## src/rtl/multi_byte_add_ctrl_pkg.sv

```systemverilog
// -----------------------------------------------------------------------------
// multi_byte_add_ctrl_pkg
//
// Shared definitions for the multi-byte add/subtract sequencer:
//   state_t      - controller state encoding (IDLE / RUN / DONE)
//   BYTE_W       - width of the shared adder datapath
//   signed_ovf() - two's-complement overflow test on the top byte
// -----------------------------------------------------------------------------
package multi_byte_add_ctrl_pkg;

    localparam int BYTE_W = 8;

    typedef enum logic [1:0] {
        IDLE = 2'd0,
        RUN  = 2'd1,
        DONE = 2'd2
    } state_t;

    // Signed overflow of an add: both operands share a sign and the sum's
    // sign differs from it. For subtract, b_msb must be the inverted operand.
    function automatic logic signed_ovf(input logic a_msb,
                                        input logic b_msb,
                                        input logic s_msb);
        return (a_msb == b_msb) && (s_msb != a_msb);
    endfunction

endpackage

```

## src/rtl/multi_byte_add_ctrl_if.sv

```systemverilog
// -----------------------------------------------------------------------------
// multi_byte_add_ctrl_if
//
// Request/response bundle between a requesting unit and the sequencer.
//   start    - request pulse (requester -> sequencer)
//   sub      - 0: a+b, 1: a-b (sampled with start)
//   op_a     - operand A, W bits (sampled with start)
//   op_b     - operand B, W bits (sampled with start)
//   busy     - high while the sequencer is stepping through bytes
//   done     - one-cycle pulse, result/cout/overflow valid
//   result   - W-bit sum/difference
//   cout     - final carry (subtract: 1 = no borrow)
//   overflow - signed overflow of the full-width operation
// Modports: master = requester, slave = sequencer.
// -----------------------------------------------------------------------------
interface multi_byte_add_ctrl_if
    import multi_byte_add_ctrl_pkg::*;
#(
    parameter int NBYTES = 4
);

    localparam int W = BYTE_W * NBYTES;

    logic         start;
    logic         sub;
    logic [W-1:0] op_a;
    logic [W-1:0] op_b;
    logic         busy;
    logic         done;
    logic [W-1:0] result;
    logic         cout;
    logic         overflow;

    modport master (
        output start, sub, op_a, op_b,
        input  busy, done, result, cout, overflow
    );

    modport slave (
        input  start, sub, op_a, op_b,
        output busy, done, result, cout, overflow
    );

endinterface

```

## src/rtl/eight_bit_full_adder.sv

```systemverilog
// -----------------------------------------------------------------------------
// eight_bit_full_adder
//
// Combinational 8-bit ripple-carry adder.
//   a, b  - 8-bit addends
//   cin   - carry in
//   sum   - 8-bit sum
//   cout  - carry out of bit 7
// -----------------------------------------------------------------------------
module eight_bit_full_adder (
    input  logic [7:0] a,
    input  logic [7:0] b,
    input  logic       cin,
    output logic [7:0] sum,
    output logic       cout
);

    always_comb begin
        logic carry;
        carry = cin;
        sum   = '0;
        for (int i = 0; i < 8; i++) begin
            sum[i] = a[i] ^ b[i] ^ carry;
            carry  = (a[i] & b[i]) | (carry & (a[i] ^ b[i]));
        end
        cout = carry;
    end

endmodule

```

## src/rtl/multi_byte_add_ctrl.sv

```systemverilog
// -----------------------------------------------------------------------------
// multi_byte_add_ctrl
//
// Performs NBYTES-wide add/subtract by stepping one shared 8-bit adder over
// the operands, least-significant byte first, one byte per clock. The carry
// between bytes is held in a register. Subtract is a + ~b + 1, with the +1
// entering as the initial carry.
//
// Ports:
//   clk  - system clock, rising edge
//   rst  - synchronous active-high reset
//   bus  - multi_byte_add_ctrl_if.slave (start/sub/op_a/op_b in,
//          busy/done/result/cout/overflow out)
//
// Timing: start accepted at edge T -> busy for NBYTES cycles -> done pulse in
// the following cycle. A start in the DONE cycle is accepted back-to-back;
// a start during RUN is ignored.
// -----------------------------------------------------------------------------
module multi_byte_add_ctrl
    import multi_byte_add_ctrl_pkg::*;
#(
    parameter int NBYTES = 4
) (
    input  logic                 clk,
    input  logic                 rst,
    multi_byte_add_ctrl_if.slave bus
);

    localparam int W     = BYTE_W * NBYTES;
    localparam int IDX_W = (NBYTES > 1) ? $clog2(NBYTES) : 1;
    localparam logic [IDX_W-1:0] LAST_IDX = IDX_W'(NBYTES - 1);

    // FSM
    state_t state_q;
    state_t state_d;
    logic   accept;
    logic   last_byte;

    // Latched operands (data only, not reset)
    logic [W-1:0] a_l;
    logic [W-1:0] b_l;
    logic         sub_l;

    // Sequencing control
    logic [IDX_W-1:0] idx;
    logic             carry_reg;

    // Output registers
    logic [W-1:0] result_q;
    logic         busy_q;
    logic         done_q;
    logic         cout_q;
    logic         ovf_q;

    // Byte datapath around the shared adder
    logic [IDX_W+2:0]    bit_off;
    logic [BYTE_W-1:0]   a_byte;
    logic [BYTE_W-1:0]   b_eff;
    logic [BYTE_W-1:0]   sum_byte;
    logic                add_cout;

    // Byte lane select: idx * 8 as a shift to keep the index expression narrow.
    assign bit_off = {idx, 3'b000};
    assign a_byte  = a_l[bit_off +: BYTE_W];
    assign b_eff   = b_l[bit_off +: BYTE_W] ^ {BYTE_W{sub_l}};

    eight_bit_full_adder u_adder (
        .a    (a_byte),
        .b    (b_eff),
        .cin  (carry_reg),
        .sum  (sum_byte),
        .cout (add_cout)
    );

    // ---------------------------------------------------------------------
    // Next-state logic
    // ---------------------------------------------------------------------
    always_comb begin
        state_d   = state_q;
        accept    = 1'b0;
        last_byte = 1'b0;
        unique case (state_q)
            IDLE: begin
                if (bus.start) begin
                    accept  = 1'b1;
                    state_d = RUN;
                end
            end
            RUN: begin
                if (idx == LAST_IDX) begin
                    last_byte = 1'b1;
                    state_d   = DONE;
                end
            end
            DONE: begin
                if (bus.start) begin
                    accept  = 1'b1;
                    state_d = RUN;
                end else begin
                    state_d = IDLE;
                end
            end
            default: state_d = IDLE;
        endcase
    end

    // ---------------------------------------------------------------------
    // State, control and result registers
    // ---------------------------------------------------------------------
    always_ff @(posedge clk) begin
        if (rst) begin
            state_q   <= IDLE;
            busy_q    <= 1'b0;
            done_q    <= 1'b0;
            result_q  <= '0;
            cout_q    <= 1'b0;
            ovf_q     <= 1'b0;
            idx       <= '0;
            carry_reg <= 1'b0;
        end else begin
            state_q <= state_d;
            // busy/done are registered decodes of the next state so they
            // line up exactly with RUN and DONE.
            busy_q  <= (state_d == RUN);
            done_q  <= (state_d == DONE);

            if (accept) begin
                // Subtract seeds the carry with 1 to complete a + ~b + 1.
                carry_reg <= bus.sub;
                idx       <= '0;
                result_q  <= '0;
                cout_q    <= 1'b0;
                ovf_q     <= 1'b0;
            end else if (state_q == RUN) begin
                result_q[bit_off +: BYTE_W] <= sum_byte;
                carry_reg                   <= add_cout;
                idx                         <= idx + 1'b1;
                if (last_byte) begin
                    cout_q <= add_cout;
                    ovf_q  <= signed_ovf(a_byte[BYTE_W-1], b_eff[BYTE_W-1],
                                         sum_byte[BYTE_W-1]);
                end
            end
        end
    end

    // ---------------------------------------------------------------------
    // Operand capture
    // ---------------------------------------------------------------------
    always_ff @(posedge clk) begin
        if (accept) begin
            a_l   <= bus.op_a;
            b_l   <= bus.op_b;
            sub_l <= bus.sub;
        end
    end

    assign bus.busy     = busy_q;
    assign bus.done     = done_q;
    assign bus.result   = result_q;
    assign bus.cout     = cout_q;
    assign bus.overflow = ovf_q;

endmodule

```

## src/flat_wrapper.sv

```systemverilog
// flat-port wrapper written by rule: the top's interface ports become plain ports
module multi_byte_add_ctrl_flat import multi_byte_add_ctrl_pkg::*;
#(
    parameter int NBYTES = 4
)
  (clk, rst, bus_start, bus_sub, bus_op_a, bus_op_b, bus_busy, bus_done, bus_result, bus_cout, bus_overflow);
  multi_byte_add_ctrl_if #(.NBYTES(NBYTES)) bus_i ();
  input  logic clk;
  input  logic rst;
  input wire logic [$bits(bus_i.start)-1:0] bus_start;
  input wire logic [$bits(bus_i.sub)-1:0] bus_sub;
  input wire logic [$bits(bus_i.op_a)-1:0] bus_op_a;
  input wire logic [$bits(bus_i.op_b)-1:0] bus_op_b;
  output wire logic [$bits(bus_i.busy)-1:0] bus_busy;
  output wire logic [$bits(bus_i.done)-1:0] bus_done;
  output wire logic [$bits(bus_i.result)-1:0] bus_result;
  output wire logic [$bits(bus_i.cout)-1:0] bus_cout;
  output wire logic [$bits(bus_i.overflow)-1:0] bus_overflow;
  assign bus_i.start = bus_start;
  assign bus_i.sub = bus_sub;
  assign bus_i.op_a = bus_op_a;
  assign bus_i.op_b = bus_op_b;
  assign bus_busy = bus_i.busy;
  assign bus_done = bus_i.done;
  assign bus_result = bus_i.result;
  assign bus_cout = bus_i.cout;
  assign bus_overflow = bus_i.overflow;
  multi_byte_add_ctrl #(.NBYTES(NBYTES)) u_core (.clk(clk), .rst(rst), .bus(bus_i));
endmodule
```

## config.mk

```make
export PLATFORM = sky130hd
export DESIGN_NAME = multi_byte_add_ctrl_flat
export DESIGN_NICKNAME = d
export VERILOG_FILES = /design/src/rtl/multi_byte_add_ctrl_pkg.sv /design/src/rtl/multi_byte_add_ctrl_if.sv /design/src/rtl/eight_bit_full_adder.sv /design/src/rtl/multi_byte_add_ctrl.sv /design/src/flat_wrapper.sv
export SDC_FILE = /design/constraint.sdc
export NUM_CORES = 1
export LEC_CHECK = 0
export BUFFER_PORTS_ARGS = -buffer_cell sky130_fd_sc_hd__buf_2
export CAP_MARGIN = 20
export CORE_AREA = 2 2 95 97
export DETAILED_ROUTE_END_ITERATION = 12
export DIE_AREA = 0 0 97 99
export HOLD_SLACK_MARGIN = 0.12
export PLACE_DENSITY = 0.74
export SETUP_SLACK_MARGIN = 0.15
export SLEW_MARGIN = 20
export SYNTH_ARGS = -nofsm -noshare
export SYNTH_HDL_FRONTEND = slang
export SYNTH_HIERARCHICAL = 1
export SYNTH_SLANG_ARGS = --single-unit
```

## constraint.sdc

```tcl
create_clock -name clk -period 5.6 [get_ports clk]
set_clock_uncertainty 0.05 [all_clocks]
set_input_delay 1.12 -clock clk [delete_from_list [all_inputs] [get_ports clk]]
set_output_delay 1.12 -clock clk [all_outputs]
set_load 0.03 [all_outputs]
```

==> impl_metrics.py, run 1 <==
metrics = {
    "floorplanning": {
        "dieArea_mm2": 0.00960,
        "core_area_mm2": 0.00855,
        "start_util": 0.487,
        "rows": 34,
        "boundaryPins": 104,
        "die_h_um": 99,
        "die_w_um": 97,
    },
    "cells_and_area": {
        "drive_gt1_frac": 0.385,
        "fill_cells": 667,
        "diodes": 0,
        "fin_nets": 464,
        "final_cell_area_mm2": 0.00502,
        "syn_to_final_growth_pct": 20.7,
    },
    "drt": {
        "route.detailed.drc": 0,
        "drt_iter0_markers": 132,
        "post_drt_via_cell_ratio": 5.20,
        "dr_total_vias": 2575,
        "wl_mm": 7.86,
        "wl_per_cell_um": 15.9,
        "first_pass_iters": 5,
        "drtAntennaViolNets": 0,
    },
    "timing": {
        "layout_min_cycle_time_ns": 4.97,
        "slew_violations": 0,
        "setup_viol": 0,
        "finalCritPeriodShare": 0.887,
        "grt_setup_unrepaired": "no",
        "worstMarginPinSlew_ns": 0.788,
        "slew_headroom": 0.475,
        "hold_viol": 0,
        "max_freq_mhz": 201,
        "tns_ns": 0,
    },
    "logic_synthesis": {
        "syn_area_mm2": 0.00416,
        "seq_area_frac_synth": 0.666,
        "syn_area_per_cell_um2": 15.2,
        "synth_cells": 273,
        "yosysWarnings": 6,
        "syn_nets": 355,
        "ys_types": 25,
        "yosys_register_bits": 106,
    },
    "cts": {
        "ctsResizeCount": 0,
        "clock-root-buffer": "clkbuf_8",
        "clock_sinks": 106,
        "clk_pin_slew_ns": 0.10,
        "htreeDepth": 3,
        "cts_hold_buf": 0,
        "numCtsBuffers": 9,
        "cts_tree": "yes",
        "cts_buffer_depth": 2,
        "clk_latency_ns": 0.36,
        "post-cts-setup-buffers": 0,
    },
    "grt": {
        "grt_pass1_wl_mm": 12.7,
        "overflow": 0,
        "track_usage": 0.168,
        "grt_pass1_vias": 2583,
        "antenna_found_initial": 0,
        "grt_start_max_net_pins": 68,
    },
    "power_and_ir_drop": {
        "p_int_mw": 1.21,
        "seqPwrFrac": 0.554,
        "irDropWorstVdd_mv": 0.159,
        "p_per_area_mw_per_mm2": 318,
        "p_sw_frac": 0.245,
        "power.total_mw": 1.60,
        "total_leakage_power_nw": 1.97,
        "clock_power_share": 0.315,
        "combPwrFrac": 0.132,
        "p_switching_mw": 0.390,
    },
    "setup_path": {
        "end_kind": "register",
        "path_max_fanout": 6,
        "setup.worst_path.start_class": "register",
        "worstPathRequired_ns": 5.81,
        "cp.arrival_ns": 5.18,
        "criticalPathCategory": "reg -> reg",
    },
    "hold_path": {
        "hp-class": "reg -> reg",
    },
    "outcome": {
        "status": "completed",
    },
    "placement": {
        "port_buffers": 103,
        "hpwl_mm": 5.82,
        "place_congestion": 0.779,
        "placed_cell_area_mm2": 0.00480,
    },
    "run": {
        "drv_cap": 0,
    },
}
==> cell type report <==
class | count | area [um2] | area share
Clock buffer | 10 | 128 | 0.0254
Timing Repair Buffer | 109 | 561 | 0.112
Inverter | 14 | 52.6 | 0.0105
Tap cell | 108 | 135 | 0.0269
Multi-Input combinational cell | 142 | 1280 | 0.255
Clock inverter | 6 | 88.8 | 0.0177
Sequential cell | 106 | 2770 | 0.552
==> final timing paths <==
kind	slack (ns)	to	cells after the start	start
setup / recovery	0.63	u_core/bus.overflow	17	u_core/idx[0]
hold / removal	0.42	u_core/bus.cout	2	u_core/bus.cout
setup reg to reg	0.63	u_core/bus.overflow	17	u_core/idx[0]
hold reg to reg	0.42	u_core/bus.cout	2	u_core/bus.cout
==> critical path: stages, from the launching register on <==
cell and delay, ns:
dfxtp_2 0.43, mux4_2 0.53, xor2_1 0.17, fa_1 0.40, inv_1 0.07, fa_1 0.16
inv_1 0.05, fa_1 0.37, fa_1 0.40, fa_1 0.39, fa_1 0.39, fa_1 0.37
inv_1 0.08, fa_1 0.40, inv_1 0.19, nand2b_1 0.13, mux2i_1 0.06, a22o_1 0.23
==> placed cells by master, fill, tap and decap left out, types with 2 or more instances in the layout <==
| master | count |
|---|---|
| edfxtp_1 | 65 |
| inv_2 | 3 |
| a21oi_1 | 4 |
| nand2b_1 | 6 |
| ha_1 | 6 |
| xor2_1 | 7 |
| dfxtp_1 | 40 |
| nand2_1 | 13 |
| mux4_2 | 16 |
| a22oi_1 | 32 |
| nor4_4 | 3 |
| buf_2 | 103 |
| inv_1 | 11 |
| fa_1 | 8 |
| bufinv_16 | 2 |
| nor2_1 | 38 |
| buf_4 | 6 |
| clkinvlp_4 | 2 |
| clkbuf_8 | 9 |
| nor3_1 | 2 |
==> cell usage after synthesis <==
master	instances	share of area
clkbuf_1	6	0.0054
xor2_2	1	0.0039
ha_1	6	0.018
buf_4	2	0.0036
fa_1	8	0.038
a21oi_1	4	0.0048
nor3_2	1	0.0024
edfxtp_1	65	0.47
mux2i_1	1	0.0024
nand3_1	1	0.0012
inv_2	3	0.0027
nand2b_1	6	0.0090
nor3_1	2	0.0024
o22ai_1	1	0.0015
dfxtp_1	41	0.20
buf_2	3	0.0036
nand2_1	13	0.012
xor2_1	7	0.015
nor2_1	38	0.034
mux4_2	16	0.087
a22oi_1	32	0.058
a22o_1	1	0.0021
nor2b_1	1	0.0015
inv_1	11	0.0099
nor4_4	3	0.015
==> power by group through the flow <==
stage	clock network [mW]	registers, mW	logic (mW)
floorplan	0	0.904	0.132
global placement	0	0.901	0.206
detailed placement	0	0.903	0.210
CTS	0.513	0.885	0.210
global route	0.546	0.888	0.230
finish	0.502	0.884	0.210
==> through the flow <==
step | utilization | setup WS, ns | cells | hold slack (ns)
floorplan | - | 0.577 | 273 | 0.504
global placement | 0.562 | 0.694 | 479 | 0.404
detailed placement | 0.562 | 0.629 | 479 | 0.412
CTS | 0.587 | 0.619 | 495 | 0.426
global route | 0.587 | 0.368 | 495 | 0.473
finish | 0.587 | 0.630 | 495 | 0.421
==> layer usage <==
layer  up-vias  part of all wire  wire length, um  GRT usage
li1       1215                 -                -          -
met1      1242              0.45             3560      0.240
met2       108              0.46             3640      0.260
met3        10             0.073              576     0.0454
met4         0             0.010               82     0.0401
met5         -                 0                0          0
==> logic make-up (layout without fill, tap and decap cells) <==
| family | count (synthesis) | in the layout | synth area share |
|---|---|---|---|
| AO/OA/AOI/OAI | 38 | 38 | 0.0662 |
| flip-flops | 106 | 106 | 0.666 |
| AND/OR/NAND/NOR | 65 | 65 | 0.0779 |
| buffers and inverters | 25 | 139 | 0.0253 |
| multiplexers | 17 | 17 | 0.0890 |
| XOR/XNOR | 8 | 8 | 0.0186 |
| adder cells (fa/ha/maj) | 14 | 14 | 0.0565 |
Power figures use the tool's default switching activity.
==> run 2, diff against run 1 <==
--- a/config.mk
+++ b/config.mk
@@ -11,6 +11,7 @@
 export DETAILED_ROUTE_END_ITERATION = 12
 export DIE_AREA = 0 0 97 99
 export HOLD_SLACK_MARGIN = 0.12
+export MAX_ROUTING_LAYER = met4
 export PLACE_DENSITY = 0.74
 export SETUP_SLACK_MARGIN = 0.15
 export SLEW_MARGIN = 20
==> run 2 against run 1 <==
  * Final cell count did not move
  * Register-to-register slack barely moved
  * Via count fell by 0.16%
  * Critical path type unchanged
  * Clock power barely moved
  * Fmax fell by 0.10%
  * Core utilization did not move
  * Critical endpoint unchanged
  * Highest routed layer unchanged
  * Sequential power barely moved
==> impl_metrics.py, run 2 (same netlist as run 1, synthesis figures left out) <==
metrics = {
    "drt": {
        "post_drt_via_cell_ratio": 5.19,
        "wl_per_cell_um": 15.9,
        "wl_mm": 7.88,
        "drtAntennaViolNets": 0,
        "drt_iter0_markers": 127,
        "dr_total_vias": 2571,
        "route.detailed.drc": 0,
        "first_pass_iters": 4,
    },
    "timing": {
        "layout_min_cycle_time_ns": 4.97,
        "worstMarginPinSlew_ns": 0.804,
        "finalCritPeriodShare": 0.888,
        "tns_ns": 0,
        "grt_setup_unrepaired": "no",
        "hold_viol": 0,
        "max_freq_mhz": 201,
        "setup_viol": 0,
        "slew_violations": 0,
        "slew_headroom": 0.464,
    },
    "cts": {
        "ctsResizeCount": 0,
        "cts_buffer_depth": 2,
        "post-cts-setup-buffers": 0,
        "clock-root-buffer": "clkbuf_8",
        "clock_sinks": 106,
        "clk_pin_slew_ns": 0.10,
        "cts_tree": "yes",
        "clk_latency_ns": 0.35,
        "htreeDepth": 3,
        "numCtsBuffers": 9,
        "cts_hold_buf": 0,
    },
    "cells_and_area": {
        "fin_nets": 464,
        "stdcell_count": 495,
        "final_common_cell": "buf_2",
        "drive_gt1_frac": 0.385,
        "syn_to_final_growth_pct": 20.7,
        "diodes": 0,
        "mostFrequentLayoutCells": "buf_2, edfxtp_1, dfxtp_1",
    },
    "setup_path": {
        "worstPathRequired_ns": 5.81,
        "cp_top_family": "adder cells",
        "crit_start": "u_core/idx[0]",
        "r2r-start": "u_core/idx[0]",
        "crit_buf_inv": 4,
        "path_max_fanout": 6,
        "critPathMaxStageDelay_ns": 0.53,
        "setup.worst_path.start_class": "register",
        "path_cells": "mux4_2 -> xor2_1 -> fa_1 -> inv_1 -> fa_1 -> inv_1 -> fa_1 -> fa_1 -> fa_1 -> fa_1 -> fa_1 -> inv_1 -> fa_1 -> inv_1 -> nand2b_1 -> mux2i_1 -> a22o_1",
        "end_kind": "register",
        "path_common_cell": "fa_1",
        "cp.arrival_ns": 5.18,
        "cp_slowest_cell": "mux4_2",
        "criticalPathCategory": "reg -> reg",
    },
    "power_and_ir_drop": {
        "irDropWorstVdd_mv": 0.157,
        "clock_power_share": 0.315,
        "total_leakage_power_nw": 1.97,
        "power.total_mw": 1.60,
        "p_switching_mw": 0.391,
        "p_per_area_mw_per_mm2": 318,
        "p_int_mw": 1.21,
        "seqPwrFrac": 0.554,
        "p_sw_frac": 0.245,
        "combPwrFrac": 0.132,
    },
    "hold_path": {
        "hp-class": "reg -> reg",
        "hold_path.startpoint": "u_core/bus.cout",
    },
    "run": {
        "drv_cap": 0,
    },
    "grt": {
        "overflow": 0,
        "antenna_found_initial": 0,
        "grt_start_max_net_pins": 68,
        "grt_pass1_wl_mm": 12.7,
        "track_usage": 0.173,
        "grt_pass1_vias": 2577,
    },
    "placement": {
        "hpwl_mm": 5.82,
        "place_congestion": 0.790,
        "port_buffers": 103,
        "dp_cells": 479,
    },
    "floorplanning": {
        "start_util": 0.487,
        "dieArea_mm2": 0.00960,
        "core_area_mm2": 0.00855,
        "rows": 34,
        "boundaryPins": 104,
        "die_h_um": 99,
        "die_w_um": 97,
    },
    "outcome": {
        "status": "completed",
    },
}
## run 2: cell counts in the layout (fill, tap and decap cells not counted)
No cell type changed its count.
## run 2: layer usage
layer	global-route usage	vias to the layer above	part of all wire	routed length (um)
li1	-	1217	-	-
met1	0.244	1241	0.46	3620
met2	0.259	104	0.46	3640
met3	0.0426	9	0.069	543
met4	0.0401	0	0.0095	75
met5	-	-	0	0
## run 2: worst register-to-register path: stages (launching register included)
cell and delay (ns):
dfxtp_2 0.44, mux4_2 0.53, xor2_1 0.17, fa_1 0.40, inv_1 0.07, fa_1 0.16, inv_1 0.05, fa_1 0.37
fa_1 0.40, fa_1 0.39, fa_1 0.39, fa_1 0.37, inv_1 0.08, fa_1 0.40, inv_1 0.18, nand2b_1 0.13
mux2i_1 0.07, a22o_1 0.23
## run 2: layout make-up
cell class                      instances  area [um2]
Inverter                               14        52.6
Timing Repair Buffer                  109         561
Clock buffer                           10         128
Multi-Input combinational cell        142        1280
Clock inverter                          6        88.8
Tap cell                              108         135
Sequential cell                       106        2770
Fill cell                             667        3530
## run 2: power by group through the flow
stage	logic, mW	clock network [mW]	registers [mW]
2_1_floorplan	0.132	0	0.904
3_3_place_gp	0.206	0	0.901
3_5_place_dp	0.210	0	0.903
4_1_cts	0.210	0.513	0.885
5_1_grt	0.230	0.547	0.888
6_report	0.210	0.502	0.884
## run 2: stage by stage
| stage | instance area [um2] | worst slack, ns | utilization | hold WS, ns |
|---|---|---|---|---|
| global placement | 4800 | 0.694 | 0.562 | 0.404 |
| CTS | 5020 | 0.619 | 0.587 | 0.426 |
| floorplan | 4160 | 0.577 | - | 0.504 |
| detailed placement | 4800 | 0.629 | 0.562 | 0.412 |
| global route | 5020 | 0.365 | 0.587 | 0.473 |
| finish | 5020 | 0.625 | 0.587 | 0.421 |
## run 2: worst paths after layout
kind                            cells after the start  slack [ns]                  end
worst min-delay path                                2        0.42      u_core/bus.cout
worst min register to register                      2        0.42      u_core/bus.cout
worst max register to register                     17        0.63  u_core/bus.overflow
worst max-delay path                               17        0.63  u_core/bus.overflow
